`src/rtl/rom_port_arbiter.sv`:
```
// rtl/rom_port_arbiter.sv - round-robin arbiter sharing two synchronous ROM read ports among NUM_REQ requesters
module rom_port_arbiter #(
    parameter int NUM_REQ       = 4,
    parameter int DATA_WIDTH    = 8,
    parameter int ADDRESS_WIDTH = 3
) (
    input  logic                             clk,
    input  logic                             rst_n,
    input  logic [NUM_REQ-1:0]               req_valid,
    input  logic [NUM_REQ*ADDRESS_WIDTH-1:0] req_addr,
    output logic [NUM_REQ-1:0]               req_ready,
    output logic [NUM_REQ-1:0]               rsp_valid,
    output logic [NUM_REQ*DATA_WIDTH-1:0]    rsp_data,
    output logic                             rom_en_a,
    output logic [ADDRESS_WIDTH-1:0]         rom_addr_a,
    input  logic [DATA_WIDTH-1:0]            rom_dout_a,
    output logic                             rom_en_b,
    output logic [ADDRESS_WIDTH-1:0]         rom_addr_b,
    input  logic [DATA_WIDTH-1:0]            rom_dout_b,
    output logic [15:0]                      grant_cnt
);

    localparam int IW = (NUM_REQ > 1) ? $clog2(NUM_REQ) : 1;

    logic [IW-1:0]                  rr_ptr;
    logic                           win_a, win_b;
    logic [IW-1:0]                  id_a, id_b;
    logic [IW-1:0]                  idx;
    int                             sum;
    logic                           fa, fb;
    logic [IW-1:0]                  ida, idb;
    logic [NUM_REQ*DATA_WIDTH-1:0]  rsp_hold;
    logic [16:0]                    cnt_sum;
    logic [IW-1:0]                  last_id;
    logic [IW-1:0]                  ptr_next;

    // Scan from rr_ptr; winners are suppressed during reset so the ROM stays idle.
    always_comb begin
        win_a = 1'b0;
        win_b = 1'b0;
        id_a  = '0;
        id_b  = '0;
        idx   = '0;
        sum   = 0;
        for (int k = 0; k < NUM_REQ; k++) begin
            sum = int'(rr_ptr) + k;
            if (sum >= NUM_REQ) sum = sum - NUM_REQ;
            idx = IW'(sum);
            if (req_valid[idx] && rst_n) begin
                if (!win_a) begin
                    win_a = 1'b1;
                    id_a  = idx;
                end else if (!win_b) begin
                    win_b = 1'b1;
                    id_b  = idx;
                end
            end
        end
    end

    always_comb begin
        req_ready = '0;
        if (win_a) req_ready[id_a] = 1'b1;
        if (win_b) req_ready[id_b] = 1'b1;
        rom_en_a   = win_a;
        rom_en_b   = win_b;
        rom_addr_a = win_a ? req_addr[id_a*ADDRESS_WIDTH +: ADDRESS_WIDTH] : '0;
        rom_addr_b = win_b ? req_addr[id_b*ADDRESS_WIDTH +: ADDRESS_WIDTH] : '0;
    end

    always_comb begin
        last_id  = win_b ? id_b : id_a;
        ptr_next = (int'(last_id) == NUM_REQ - 1) ? '0 : last_id + 1'b1;
        cnt_sum  = {1'b0, grant_cnt} + 17'(win_a) + 17'(win_b);
    end

    // ROM words arrive the cycle after the enable, so they are steered straight
    // onto rsp_data that cycle and captured into rsp_hold for later cycles.
    always_comb begin
        rsp_valid = '0;
        rsp_data  = rsp_hold;
        if (fa) begin
            rsp_valid[ida]                       = 1'b1;
            rsp_data[ida*DATA_WIDTH +: DATA_WIDTH] = rom_dout_a;
        end
        if (fb) begin
            rsp_valid[idb]                       = 1'b1;
            rsp_data[idb*DATA_WIDTH +: DATA_WIDTH] = rom_dout_b;
        end
    end

    always_ff @(posedge clk or negedge rst_n) begin
        if (!rst_n) begin
            rr_ptr    <= '0;
            fa        <= 1'b0;
            fb        <= 1'b0;
            ida       <= '0;
            idb       <= '0;
            rsp_hold  <= '0;
            grant_cnt <= '0;
        end else begin
            fa        <= win_a;
            fb        <= win_b;
            ida       <= id_a;
            idb       <= id_b;
            rsp_hold  <= rsp_data;
            if (win_a) rr_ptr <= ptr_next;
            grant_cnt <= cnt_sum[16] ? 16'hFFFF : cnt_sum[15:0];
        end
    end

endmodule

```
`config.mk`:
```
export PLATFORM = sky130hd
export DESIGN_NAME = rom_port_arbiter
export DESIGN_NICKNAME = d
export VERILOG_FILES = /design/src/rtl/rom_port_arbiter.sv
export SDC_FILE = /design/constraint.sdc
export NUM_CORES = 1
export LEC_CHECK = 0
export ABC_CLOCK_PERIOD_IN_PS = 3700
export BUFFER_PORTS_ARGS = -buffer_cell sky130_fd_sc_hd__buf_2
export CORE_ASPECT_RATIO = 0.8
export CORE_MARGIN = 4
export CORE_UTILIZATION = 40
export CTS_BUF_LIST = sky130_fd_sc_hd__clkbuf_8
export DETAILED_ROUTE_END_ITERATION = 7
export GPL_ROUTABILITY_DRIVEN = 0
export GPL_TIMING_DRIVEN = 0
export PLACE_DENSITY = 0.66
export SLEW_MARGIN = 20
export SYNTH_ARGS = -nofsm -noshare
export SYNTH_HDL_FRONTEND = slang
export SYNTH_SLANG_ARGS = --single-unit
export TNS_END_PERCENT = 1
```
`constraint.sdc`:
```
create_clock -name clk -period 3.7 [get_ports clk]
set_input_delay 0.925 -clock clk [delete_from_list [all_inputs] [get_ports clk]]
set_output_delay 0.925 -clock clk [all_outputs]
set_load 0.03 [all_outputs]
```
==> reports/qor.yml, run 1 <==
rsz0062_at_grt: "true"
crit_arrival_ps: 3000
cts_max_level: 2
synth_compound_area_share_pct: 22.2
yosys.area_share.adder_pct: 5.99
start_kind: "input port"
grt_pass1_wl_um: 18600
core_um2: 8710
worstSetupEndpointType: "output pin"
r2r_cells: 14
violations: "negative setup slack"
holdWs_ps: 407
clock_sinks: 56
rrSetupSlack_ps: 320
async_flop_share_pct: 100
rows: 30
synth.top_cells.by_count: "65 x nand2_1, 56 x dfrtp_1, 41 x o21ai_0"
fin_crit_ps: 3920
grt_overflow: 0
finalCritPeriodShare_pct: 106
detail-route-antenna-nets: 0
antenna_found_initial: 0
postLayoutCellArea_um2: 5170
fmax_ghz: 0.255
dp_cells: 610
drv_slew: 0
drt_iter0_drc: 305
crit_end: "rom_addr_a[1]"
numCtsBuffers: 5
root_buffer: "clkbuf_8"
io_pins: 98
clkSlewWorstSetupHoldPaths_ps: 90
holdBufCountCts: 0
synth-simple-area-share_pct: 19.7
antenna_cells: 0
synth_warnings: 0
synthMuxAreaShare_pct: 7.39
synth_top_cell_by_area: "dfrtp_1"
drc: 0
yosysMostFrequentCell: "nand2_1"
layout-drive-gt1-share_pct: 40.1
dieArea_um2: 10800
dpl.hpwl_um: 7830
synth_top_family_by_area: "compound AO/OA/AOI/OAI gates"
hold_path.class: "in -> async"
worstSetupStartpoint: "req_valid[0]"
die_w_um: 115
ys.flop_type: "dfrtp_1"
tns_ps: -1580
slew_headroom_pct: 56.9
grt_max_degree: 30
synth_area_um2: 3680
synth_edf_count: 0
status: "complete, but fails checks"
start_util_pct: 42.2
setup_viol: 10
nNetsFinal: 578
grt_pass1_vias: 3652
r2r-start: "rr_ptr[0]"
critPathKind: "in -> out"
ys_top_cells_by_area: "dfrtp_1 38%, a22oi_1 6.7%, nand2_1 6.6%"
syn_to_final_growth_pct: 40.6
yosysTopAreaCellShare_pct: 38.1
cts_max_path_buffers: 2
placed_cell_area_um2: 4420
synth_seq_area_share_pct: 38.1
p_leak_nw: 2.40
regArea_um2: 1400
final_util_pct: 59.4
syn_nets: 452
hold_violations: 0
worst_skew_pair.late_latency_ps: 310
r2r-end: "grant_cnt[12]"
routed_wl_um: 11600
fillers: 749
synth-seq-cells: 56
synth_xor_area_share_pct: 2.38
syn_inst: 401
tightest_slew_ps: 644
cts_tree: "yes"
vias: 3634
syn_avg_cell_area_um2: 9.17
vdd_drop_max_v: 0.000621
dr.pass1.iters: 5
yosysUniqueCellTypes: 60
wl_per_cell_um: 18.2
multi_input_area_um2: 2480
fin_ws_ps: -223
routed_via_density: 5.70
grtUsageTotal_pct: 21.5
power.density_nw_per_um2: 859
die_y_um: 93.7
final_cells: 638
critPathMaxFanout: 8
port_buffers: 97
clock_skew_ps: 11.3
maxCapViolations: 0
crit_required_ps: 2770
[report_power, final]
| part | leakage (nW) | internal, mW | switching (mW) |
|---|---|---|---|
| Sequential | 0.744 | 0.820 | 0.140 |
| Combinational | 1.60 | 1.20 | 1.90 |
| Clock | 0.0501 | 0.195 | 0.188 |
| Total | 2.40 | 2.21 | 2.23 |
[how the worst min path moves through the flow]
stage | from | endpoint | slack (ps)
final | rst_n | grant_cnt[4] | 410
after global routing | rst_n | grant_cnt[4] | 390
after CTS | rst_n | grant_cnt[4] | 400
after detailed placement | grant_cnt[12] | grant_cnt[12] | 540
after global placement | grant_cnt[7] | grant_cnt[7] | 540
after floorplan | rst_n | fa | 630
[sequential cells by signal, indices dropped and copies added (netlist names)]
register / cells
fb: 1
idb: 2
ida: 2
rr_ptr: 2
grant_cnt: 16
fa: 1
rsp_hold: 32
[metrics by stage]
step | setup slack (ps) | power (mW)
6_report | -223 | 4.44
5_1_grt | -297 | 4.72
4_1_cts | -117 | 4.30
3_5_place_dp | -1120 | 3.54
3_3_place_gp | -1520 | 3.48
2_1_floorplan | -133 | 2.85
[cells by family (layout without fill, tap and decap cells)]
| logic type | count (synthesis) | count (layout) |
|---|---|---|
| simple gates | 142 | 142 |
| compound gates | 120 | 120 |
| flops | 56 | 56 |
| buf+inv | 32 | 157 |
| mux | 24 | 24 |
| fa+ha+maj | 17 | 17 |
| xor+xnor | 10 | 10 |
[worst max-delay path, stage by stage]
cell,delay (ps)
buf_8,90
buf_6,100
mux2i_4,60
nor2b_4,140
a211oi_4,260
buf_6,160
ha_4,110
mux2i_2,70
buf_4,130
a211o_1,320
buf_6,160
mux2i_2,150
o22ai_2,170
buf_6,160
[metal layers]
layer / global-route usage [%] / wire length, µm / vias to the layer above
met5: 0 / 0 / -
met4: 5.96 / 163 / 0
met3: 5.09 / 1050 / 17
met2: 30.7 / 5010 / 168
met1: 32.2 / 5400 / 1727
li1: - / - / 1722
[final cells by class]
type	instances	area share [%]
multi-input cells	313	47.9
flip-flops and latches	56	27.2
repair buffers	119	15.9
plain buffers	22	3.58
well taps	112	2.71
clock buffers	5	1.33
inverters	10	0.823
clock inverters	1	0.581
[cell usage in the layout, fill, tap and decap left out, drive strengths merged, types with 7 or more instances in the layout]
cell	instances
o21ai	42
nand2	65
mux2	9
a21oi	9
and3	7
o22ai	8
clkbuf	13
mux2i	14
nor2b	7
nand3	8
dfrtp	56
buf	131
a22oi	33
nor2	17
inv	10
ha	16
[what timing repair did]
item	in CTS	in global routing
gates resized for setup	87	37
endpoints found under the setup margin	54	58
pin swaps	20	8
gates cloned	2	0
endpoints found under the hold margin	0	0
buffers inserted	19	1
Note: power is estimated with default switching activity, not from simulation.
==> run 2, diff against run 1 <==
--- a/config.mk
+++ b/config.mk
@@ -8,4 +8,5 @@
 export ABC_CLOCK_PERIOD_IN_PS = 3700
 export BUFFER_PORTS_ARGS = -buffer_cell sky130_fd_sc_hd__buf_2
+export CAP_MARGIN = 20
 export CORE_ASPECT_RATIO = 0.8
 export CORE_MARGIN = 4
@@ -16,4 +17,5 @@
 export GPL_TIMING_DRIVEN = 0
 export PLACE_DENSITY = 0.66
+export SKIP_CTS_REPAIR_TIMING = 1
 export SLEW_MARGIN = 20
 export SYNTH_ARGS = -nofsm -noshare
==> constraint.sdc (replaced) <==
create_clock -name clk -period 3.7 [get_ports clk]
set_input_delay 0.185 -clock clk [delete_from_list [all_inputs] [get_ports clk]]
set_output_delay 0.185 -clock clk [all_outputs]
set_load 0.03 [all_outputs]
==> reports/qor.yml, run 2 (synthesis results as in run 1) <==
routed_wl_um: 10900
layout-drive-gt1-share_pct: 29.8
root_buffer: "clkbuf_8"
drv_slew: 0
r2r-end: "grant_cnt[12]"
slew_headroom_pct: 38.0
antenna_cells: 0
grtUsageTotal_pct: 19.7
clock_skew_ps: 4.13
fin_crit_ps: 3510
port_buffers: 97
min_to: "rsp_hold[14]"
largest_reg_flops: 32
final_util_pct: 52.1
fillers: 860
final_common_cell: "buf_2"
drt_iter0_drc: 229
p_leak_nw: 2.19
hold_start: "rom_dout_b[6]"
die_w_um: 115
wl_per_cell_um: 17.5
cts_max_path_buffers: 2
dr.pass1.iters: 5
clkSlewWorstSetupHoldPaths_ps: 100
min_path_cells: 3
grt_pass1_vias: 3317
reg.largest.list: "rsp_hold x32, grant_cnt x16"
routed_via_density: 5.69
vdd_drop_max_v: 0.000472
r2r-start: "rr_ptr[0]"
clock_sinks: 56
power.density_nw_per_um2: 842
placed_cell_area_um2: 4320
r2r_cells: 14
final_cells: 625
io_pins: 98
core_um2: 8710
nNetsFinal: 563
maxCapViolations: 0
top_register: "rsp_hold"
grt_max_degree: 59
worstSetupEndpointType: "output pin"
crit_required_ps: 3510
rsz0062_at_grt: "false"
dp_cells: 610
dpl.hpwl_um: 7950
vias: 3554
numCtsBuffers: 5
tightest_slew_ps: 928
final_cell_mix: "106 x buf_2, 64 x nand2_1, 55 x dfrtp_1"
start_kind: "flop"
cts_max_level: 2
status: "finished, final reports clean"
tns_ps: 0
grt_pass1_wl_um: 17100
critPathMaxFanout: 10
antenna_found_initial: 0
cts_tree: "yes"
power_mw: 3.82
crit_arrival_ps: 3320
detail-route-antenna-nets: 0
rows: 30
finalCritPeriodShare_pct: 94.8
fmax_ghz: 0.285
die_y_um: 93.7
grt_overflow: 0
start_util_pct: 42.2
critPathKind: "reg -> out"
hold_path.class: "in -> reg"
worst_skew_pair.late_latency_ps: 310
dieArea_um2: 10800
drc: 0
setup_viol: 0
postLayoutCellArea_um2: 4540
hold_violations: 0
rrSetupSlack_ps: 200
syn_to_final_growth_pct: 23.5
run 2: changes by cell type in the layout (fill, tap and decap cells not counted), sizes merged:
cell / previous run / this run
clkbuf: 13 / 14
dlygate4sd3: 0 / 1
buf: 131 / 116
bufbuf: 2 / 0
clkinv: 0 / 1
bufinv: 1 / 0
clkinvlp: 0 / 1
inv: 10 / 11
run 2: per-layer routing:
| layer | routed length, µm | track usage (%) |
|---|---|---|
| met1 | 5160 | 29.2 |
| met3 | 816 | 4.96 |
| met2 | 4880 | 29.2 |
| met5 | 0 | 0 |
| met4 | 80 | 3.23 |
run 2: worst max-delay path, cell delays in order (launching register included):
cell	delay, ps
dfrtp_1	360
buf_2	200
buf_2	250
buf_2	260
nor2b_1	80
a211oi_1	310
ha_1	260
o2111ai_1	160
o221ai_2	200
buf_4	180
buf_6	160
mux2i_1	80
a211oi_1	260
buf_2	240
run 2: stage by stage:
step           hold slack (ps)  setup slack [ps]
6_report                   168               194
5_1_grt                    195              11.4
4_1_cts                  -60.7              -511
3_5_place_dp               286              -555
3_3_place_gp               493              -830
2_1_floorplan             -111              79.3
run 2: worst max-delay path by stage:
stage                          from  slack [ps]  depth (start not counted)             to
final                     rr_ptr[1]         190                         13  rom_addr_b[0]
after global routing      rr_ptr[1]          10                         14  rom_addr_b[0]
after CTS                 rr_ptr[0]        -510                         14  grant_cnt[10]
after detailed placement      rst_n        -560                         16  grant_cnt[10]
after global placement        rst_n        -830                         16  grant_cnt[10]
after floorplan           rr_ptr[0]          80                         14  grant_cnt[10]
run 2: where the power goes:
group          switching, mW  internal, mW  leakage (nW)
Sequential             0.136         0.819         0.745
Combinational           1.67         0.857          1.40
Clock                  0.208         0.135        0.0445
Total                   2.01          1.81          2.19
run 2: layout make-up:
class / instances / area [µm²] / share of cell area, %
inverters: 10 / 37.5 / 0.827
well taps: 112 / 140 / 3.09
clock buffers: 5 / 68.8 / 1.52
repair buffers: 104 / 571 / 12.6
multi-input cells: 313 / 2180 / 47.9
flip-flops and latches: 56 / 1400 / 30.9
plain buffers: 22 / 121 / 2.67
clock inverters: 3 / 21.3 / 0.469
==> run 3, diff against run 2 <==
- CORE_ASPECT_RATIO: 0.8 -> unset
- HOLD_SLACK_MARGIN: unset -> 0.08
==> reports/qor.yml, run 3 (synthesis results as in run 1) <==
clkSlewWorstSetupHoldPaths_ps: 110
root_buffer: "clkbuf_8"
drt_iter0_drc: 140
wl_met2_um: 5030
slew_headroom_pct: 36.1
antenna_found_initial: 0
fin_ws_ps: 216
antenna_cells: 0
routed_via_density: 5.66
final_common_cell: "buf_2"
finalCritPeriodShare_pct: 94.2
cts_max_path_buffers: 2
grt_pass1_wl_um: 16700
clock_sinks: 56
rows: 34
reg.largest.list: "rsp_hold x32, grant_cnt x16"
nNetsFinal: 561
fin_crit_ps: 3480
grt_pass1_vias: 3325
final_cell_mix: "106 x buf_2, 64 x nand2_1, 55 x dfrtp_1"
die_y_um: 104
tightest_slew_ps: 955
min_path_cells: 3
dieArea_um2: 10800
cts_max_level: 2
crit_arrival_ps: 3300
cts_tree: "yes"
hold_violations: 0
status: "finished, final reports clean"
layout-drive-gt1-share_pct: 29.0
routed_wl_um: 10400
detail-route-antenna-nets: 0
io_pins: 98
setup_viol: 0
grtUsageTotal_pct: 18.5
clock_skew_ps: 20.9
vdd_drop_max_v: 0.000643
grt_max_degree: 59
critPathKind: "reg -> out"
grt_overflow: 0
maxCapViolations: 0
crit_required_ps: 3510
tns_ps: 0
drv_slew: 0
syn_to_final_growth_pct: 22.5
largest_reg_flops: 32
dp_worst_setup_slack_ps: -449
start_kind: "flop"
power_mw: 3.78
drc: 0
fmax_ghz: 0.287
numCtsBuffers: 5
wl_met1_um: 4590
power.density_nw_per_um2: 840
worst_skew_pair.late_latency_ps: 310
dr.pass1.iters: 5
rsz0062_at_grt: "true"
r2r_cells: 15
dpl.hpwl_um: 7570
top_register: "rsp_hold"
die_w_um: 104
hold_path.class: "in -> reg"
worstSetupEndpointType: "output pin"
top_layer: "met4"
wl_per_cell_um: 16.8
critPathMaxFanout: 10
core_um2: 8850
vias: 3502
fillers: 853
start_util_pct: 41.5
dr_wl_met3_um: 735
p_leak_nw: 2.18
port_buffers: 97
==> run 3: cell type report <==
cell class	instances	area [µm²]	share of cell area [%]
tap	108	135	3.00
buffer	22	119	2.64
clock buffer	5	68.8	1.53
timing repair buffer	102	556	12.3
inverter	10	37.5	0.834
sequential	56	1400	31.1
clock inverter	3	21.3	0.472
multi-input combinational	313	2160	48.0
==> run 3: worst max-delay path: stages (launching register included) <==
cell	delay (ps)
dfrtp_1	350
buf_2	210
buf_2	240
buf_2	250
nor2b_1	70
a211oi_1	340
ha_1	240
o2111ai_1	160
o221ai_2	360
buf_6	210
mux2i_1	80
a211oi_1	240
buf_2	240
==> run 3: routing by layer <==
metal,global-route usage (%),vias to the layer above
met5,0,-
met4,3.70,0
met3,3.48,7
met2,31.7,123
met1,24.7,1688
li1,-,1684
==> run 3: final timing paths <==
path / from / endpoint / slack, ps
hold / removal: rom_dout_b[3] / rsp_hold[27] / 170
max in group asynchronous: rst_n / rr_ptr[0] / 2920
min in group asynchronous: rst_n / rsp_hold[12] / 490
setup reg to reg: rr_ptr[0] / grant_cnt[8] / 260
hold reg to reg: grant_cnt[12] / grant_cnt[12] / 570
setup / recovery: rr_ptr[1] / rom_addr_b[2] / 220
==> run 3: through the flow <==
step	util, %	std cells	area, µm²	hold slack (ps)
after floorplan	-	401	3680	-111
after global placement	48.6	606	4300	467
after detailed placement	48.9	608	4330	297
after CTS	49.9	616	4420	-45.9
after global routing	50.9	619	4500	179
final	50.9	619	4500	166
==> run 3: power breakdown <==
part | internal, mW | switching (mW) | total [mW]
clock | 0.135 | 0.205 | 0.340
sequential | 0.818 | 0.142 | 0.961
combinational | 0.833 | 1.65 | 2.48
total | 1.79 | 2.00 | 3.78
